[src/rtl/sha512_pad.sv]
// sha512_pad: SHA-512 message front end.
// Accepts a byte stream and pads it: a 0x80 marker, zero fill, then a 128-bit
// big-endian bit length. The result leaves as 1024-bit chunks with first/last
// markers. Byte k of the buffer sits at chunk[1023-8k -: 8], so message word 0
// of the compressor lands in chunk[1023:960].
module sha512_pad #(
  parameter int LEN_W = 61
) (
  input  logic          clk,
  input  logic          reset,
  input  logic          in_valid,
  output logic          in_ready,
  input  logic [7:0]    in_data,
  input  logic          in_last,
  output logic          chunk_valid,
  input  logic          chunk_ready,
  output logic [1023:0] chunk,
  output logic          chunk_first,
  output logic          chunk_last
);

  typedef enum logic [1:0] {
    S_FILL = 2'd0,
    S_PAD  = 2'd1,
    S_TAIL = 2'd2,
    S_SEND = 2'd3
  } state_t;

  state_t            state_q, state_d;
  logic [6:0]        idx_q, idx_d;
  logic [LEN_W-1:0]  cnt_q, cnt_d;
  logic              first_q, first_d;
  logic              final_q, final_d;
  logic              tail_pad_q, tail_pad_d;
  logic              tail_pend_q, tail_pend_d;

  // The buffer is cleared in one cycle on every chunk hand-off, so it lives in
  // flops rather than RAM; zero fill then comes for free.
  logic [7:0]        buf_q [128];
  logic [7:0]        buf_d [128];

  logic              in_fire;
  logic              chunk_fire;
  logic              pad_mark;
  logic              len_wr;
  logic              tail_mark;
  logic [127:0]      len_field;

  // Bit length of the message; cnt_q already includes the final byte when
  // PAD or TAIL runs.
  assign len_field  = {{(128-LEN_W-3){1'b0}}, cnt_q, 3'b000};

  assign in_fire    = (state_q == S_FILL) && in_valid;
  assign chunk_fire = (state_q == S_SEND) && chunk_ready;
  // idx_q == 0 in PAD means the buffer is full (128 bytes): no room for 0x80.
  assign pad_mark   = (state_q == S_PAD) && (idx_q != 7'd0);
  // The length fits behind the marker only when at most 111 bytes are used.
  assign len_wr     = ((state_q == S_PAD) && (idx_q != 7'd0) && (idx_q <= 7'd111))
                    || (state_q == S_TAIL);
  assign tail_mark  = (state_q == S_TAIL) && tail_pad_q;

  // Per-byte next value: clear on hand-off, else data, marker or length.
  for (genvar gi = 0; gi < 128; gi++) begin : g_byte
    localparam bit IS_LEN  = (gi >= 112);
    localparam bit IS_HEAD = (gi == 0);

    assign buf_d[gi] = chunk_fire                            ? 8'h00 :
                       (in_fire  && (idx_q == 7'(gi)))       ? in_data :
                       (pad_mark && (idx_q == 7'(gi)))       ? 8'h80 :
                       (tail_mark && IS_HEAD)                ? 8'h80 :
                       (len_wr && IS_LEN)                    ? len_field[8*(127-gi) +: 8] :
                                                               buf_q[gi];

    assign chunk[8*(127-gi) +: 8] = buf_q[gi];
  end

  // Buffer register: cleared by reset, otherwise loads the per-byte next value.
  always_ff @(posedge clk or negedge reset) begin
    if (!reset) begin
      for (int i = 0; i < 128; i++) begin
        buf_q[i] <= 8'h00;
      end
    end else begin
      buf_q <= buf_d;
    end
  end

  // Control state register.
  always_ff @(posedge clk or negedge reset) begin
    if (!reset) begin
      state_q     <= S_FILL;
      idx_q       <= 7'd0;
      cnt_q       <= '0;
      first_q     <= 1'b1;
      final_q     <= 1'b0;
      tail_pad_q  <= 1'b0;
      tail_pend_q <= 1'b0;
    end else begin
      state_q     <= state_d;
      idx_q       <= idx_d;
      cnt_q       <= cnt_d;
      first_q     <= first_d;
      final_q     <= final_d;
      tail_pad_q  <= tail_pad_d;
      tail_pend_q <= tail_pend_d;
    end
  end

  // Next-state and handshake outputs; everything defaults to hold / idle.
  always_comb begin
    state_d     = state_q;
    idx_d       = idx_q;
    cnt_d       = cnt_q;
    first_d     = first_q;
    final_d     = final_q;
    tail_pad_d  = tail_pad_q;
    tail_pend_d = tail_pend_q;
    in_ready    = 1'b0;
    chunk_valid = 1'b0;
    chunk_first = 1'b0;
    chunk_last  = 1'b0;

    case (state_q)
      S_FILL: begin
        in_ready = 1'b1;
        if (in_valid) begin
          idx_d = idx_q + 7'd1;
          cnt_d = cnt_q + LEN_W'(1);
          if (in_last) begin
            state_d = S_PAD;
          end else if (idx_q == 7'd127) begin
            final_d = 1'b0;
            state_d = S_SEND;
          end
        end
      end

      S_PAD: begin
        if (idx_q == 7'd0) begin
          // Buffer full: marker and length both go into a tail chunk.
          final_d     = 1'b0;
          tail_pend_d = 1'b1;
          tail_pad_d  = 1'b1;
        end else if (idx_q >= 7'd112) begin
          // Marker fits, length does not: tail chunk carries only the length.
          final_d     = 1'b0;
          tail_pend_d = 1'b1;
          tail_pad_d  = 1'b0;
        end else begin
          final_d     = 1'b1;
        end
        state_d = S_SEND;
      end

      S_TAIL: begin
        final_d     = 1'b1;
        tail_pend_d = 1'b0;
        state_d     = S_SEND;
      end

      S_SEND: begin
        chunk_valid = 1'b1;
        chunk_first = first_q;
        chunk_last  = final_q;
        if (chunk_ready) begin
          idx_d   = 7'd0;
          first_d = 1'b0;
          if (final_q) begin
            cnt_d   = '0;
            first_d = 1'b1;
            state_d = S_FILL;
          end else if (tail_pend_q) begin
            state_d = S_TAIL;
          end else begin
            state_d = S_FILL;
          end
        end
      end

      default: begin
        state_d = S_FILL;
      end
    endcase
  end

endmodule

[config.mk]
export PLATFORM = sky130hd
export DESIGN_NAME = sha512_pad
export DESIGN_NICKNAME = d
export VERILOG_FILES = /design/src/rtl/sha512_pad.sv
export SDC_FILE = /design/constraint.sdc
export NUM_CORES = 2
export LEC_CHECK = 0
export ABC_AREA = 1
export BUFFER_PORTS_ARGS = -buffer_cell sky130_fd_sc_hd__buf_2
export CORE_AREA = 2 2 407 409
export CTS_BUF_LIST = sky130_fd_sc_hd__clkbuf_8
export DETAILED_ROUTE_END_ITERATION = 6
export DIE_AREA = 0 0 409 411
export GPL_ROUTABILITY_DRIVEN = 0
export MAX_ROUTING_LAYER = met4
export SYNTH_ARGS = -nofsm -noshare
export SYNTH_HDL_FRONTEND = slang
export SYNTH_SLANG_ARGS = --single-unit
[constraint.sdc]
create_clock -name clk -period 2.8 [get_ports clk]
set_input_delay 0.56 -clock clk [delete_from_list [all_inputs] [get_ports clk]]
set_output_delay 0.56 -clock clk [all_outputs]
set_load 0.03 [all_outputs]
==> run metrics <==
outcome completed; Core Area 0.164 mm2; Total GRT Usage 25.2%; most frequent cells after synthesis 1,097 x dfrtp_1, 994 x o21ai_0, 788 x nand2_1, 731 x nand3_1, 311 x nor2_1; full die area 0.168 mm2; number of global-route vias before repair 41,734; setup repair after global routing missed its margin yes; DP Wirelength 151,000 um; DR iter-0 viols 4,525; die span in y 411 um; final core utilization 36.0%; Async S/R FF share, synth 100%; # rows 149; Worst-path clk slew 0.07 ns; CP Capture Type flop; Final min period 2.66 ns; LEAKAGE 0.0303 uW; Slew @ Worst Pin 0.695 ns; number of vias per cell 5.22; Vias 43,543; area delta synth->final 28.6%; Post-Syn Area per Cell 9.49 um2; top cell type by total area after synthesis dfrtp_1; routed len/inst 25.6 um; Arrival @ worst endpoint 3.45 ns; kind of critical path flop to flop; Slew headroom 53.7%; Area after DPL 0.0548 mm2; register area share after synthesis 59.8%; Final Max Tran Viols 0; largest net degree at the start of global routing 131; filler cell count in the final layout 16,720; maxcap violations 0; Post-synth EDFFs 0; mapped cell area 0.0459 mm2; Final Routed Wirelength 214,000 um; cell count after synthesis 4,843; top flip-flop cell by instance count after synthesis dfrtp_1; cell area after layout 0.0591 mm2; synthesis-stage register bit count 1,098; post-route antenna net violation count 0; clk sinks 1,098; CTS tree yes; critical path peak fanout 33; total iterations of the first detailed-routing run 6; Required @ worst endpoint 3.59 ns; most frequent cell after synthesis dfrtp_1; clock tree root driver cell clkbuf_8; initial antenna violation count 10; Yosys warning total 0; f_max 0.375 GHz; TritonCTS Buffers 192; Clock Latency Late Sink 0.97 ns; H-tree depth 4; overall die width 409 um; hold_ws 0.149 ns; Crit path largest cell delay 0.44 ns; IO Port Bufs 1,040; final hold violation count 0; Residual DRC 0; clock buffer depth 3; post-synth cell types 42; Final #Nets 6,004; CP Launch Type flop; peak supply drop 489 uV; synth top area cells dfrtp_1 60%, o21ai_0 11%, nand3_1 8.0%; initial core utilization 28.0%; Critical Path Slowest Stage Cell dfrtp_1; worst clock skew 0.0723 ns; period utilization 95.1%; layout cell share with drive strength beyond 1 28.4%; num ports 1,041; Final Setup Violations 0; Syn Nets 4,867; Synth top area share 59.7%; critical path cell sequence inv_1 > ha_1 > nand2_1 > inv_8 > buf_12 > nand2_1 > o21ai_0 > o21ai_0; pwr/cell area 773 mW/mm2; grt ovf 0; hold crit path type primary input to flop; first-pass GRT wire length 302,000 um
-- worst max-delay path: cells and delay by family (launching register included) --
kind / cells / cell delay (ns)
AOI/OAI and AO/OA: 2 / 0.34
adders and majority gates: 1 / 0.28
buffers and inverters: 3 / 0.81
DFF: 1 / 0.44
and+or+nand+nor: 2 / 0.65
-- cells in the final DEF, fill, tap and decap left out, types with 10 or more instances in the layout --
| cell type | n |
|---|---|
| nor2_2 | 17 |
| o31ai_2 | 54 |
| nand3_1 | 727 |
| nand3_2 | 12 |
| nand2_1 | 778 |
| clkbuf_8 | 248 |
| inv_1 | 161 |
| buf_12 | 59 |
| buf_4 | 126 |
| a21oi_1 | 94 |
| buf_2 | 1037 |
| a21oi_2 | 23 |
| dfrtp_1 | 1096 |
| clkinv_2 | 20 |
| inv_2 | 13 |
| nand2_4 | 63 |
| nor2_1 | 310 |
| nand2_2 | 37 |
| ha_1 | 10 |
| o21ai_0 | 994 |
| nand4_1 | 144 |
| o21ai_1 | 26 |
| nor3_1 | 13 |
-- report_power, final --
group | leakage, uW | internal, uW | switching [uW]
logic | 0.0127 | 2800 | 9460
clock network | 0.00239 | 8680 | 7350
registers | 0.0152 | 16700 | 687
-- state kept, by name, indices dropped and copies added (netlist names) --
signal / count
chunk: 1024
cnt_q: 61
final_q: 1
first_q: 1
idx_q: 7
state_q: 2
tail_pad_q: 1
tail_pend_q: 1
-- area by class of cell --
type	count	area, um2	share of cell area (%)
Timing Repair Buffer	1229	7390	12.5
Clock buffer	248	3410	5.78
Multi-Input combinational cell	3344	16800	28.5
Inverter	115	449	0.760
Antenna cell	8	20.0	0.0339
Tap cell	2189	2740	4.64
Clock inverter	103	753	1.28
Sequential cell	1098	27500	46.5
-- per-stage QoR --
stage | std cells | setup TNS [ns] | setup slack (ns) | power [uW]
floorplan | 4843 | 0 | 0.625 | 24500
global placement | 7967 | -0.0284 | -0.0284 | 29700
detailed placement | 7967 | 0 | 0.00589 | 29800
CTS | 8326 | 0 | 0.0517 | 45900
global route | 8331 | -0.0190 | -0.0181 | 47500
finish | 8334 | 0 | 0.136 | 45700
-- worst paths after layout --
check	startpoint	endpoint	slack, ns	cells past startpoint
setup / recovery	state_q[1]$_DFFE_PN0P_	chunk[559]$_DFFE_PN0P_	0.14	8
hold / removal	in_data[7]	chunk[367]$_DFFE_PN0P_	0.15	3
setup reg to reg	state_q[1]$_DFFE_PN0P_	chunk[559]$_DFFE_PN0P_	0.14	8
hold reg to reg	chunk[386]$_DFFE_PN0P_	chunk[386]$_DFFE_PN0P_	0.48	2
max in group asynchronous	reset	chunk[430]$_DFFE_PN0P_	1.54	4
min in group asynchronous	reset	cnt_q[57]$_DFFE_PN0P_	0.23	2
-- cells by family after synthesis --
family / Yosys count / share of synthesized area [%]
AOI/OAI and AO/OA: 1217 / 14.4
adders and majority gates: 11 / 0.300
buffers and inverters: 401 / 3.86
DFF: 1098 / 59.8
and+or+nand+nor: 2116 / 21.6
-- what timing repair did --
item	4_1_cts	5_1_grt
setup buffers	2	0
hold buffers	6	0
endpoints found under the setup margin	4	13
hold endpoints to repair	123	0
gates resized for setup	6	5
pin swaps	1	0
-- metal layers --
metal	share of wire, %	track usage (%)	vias to the layer above
met5	0	-	-
met4	4.7	11.7	0
met3	8.4	6.35	416
met2	46	38.7	2254
met1	40	31.1	21771
li1	-	-	19102
(Power assumes the default switching activity.)
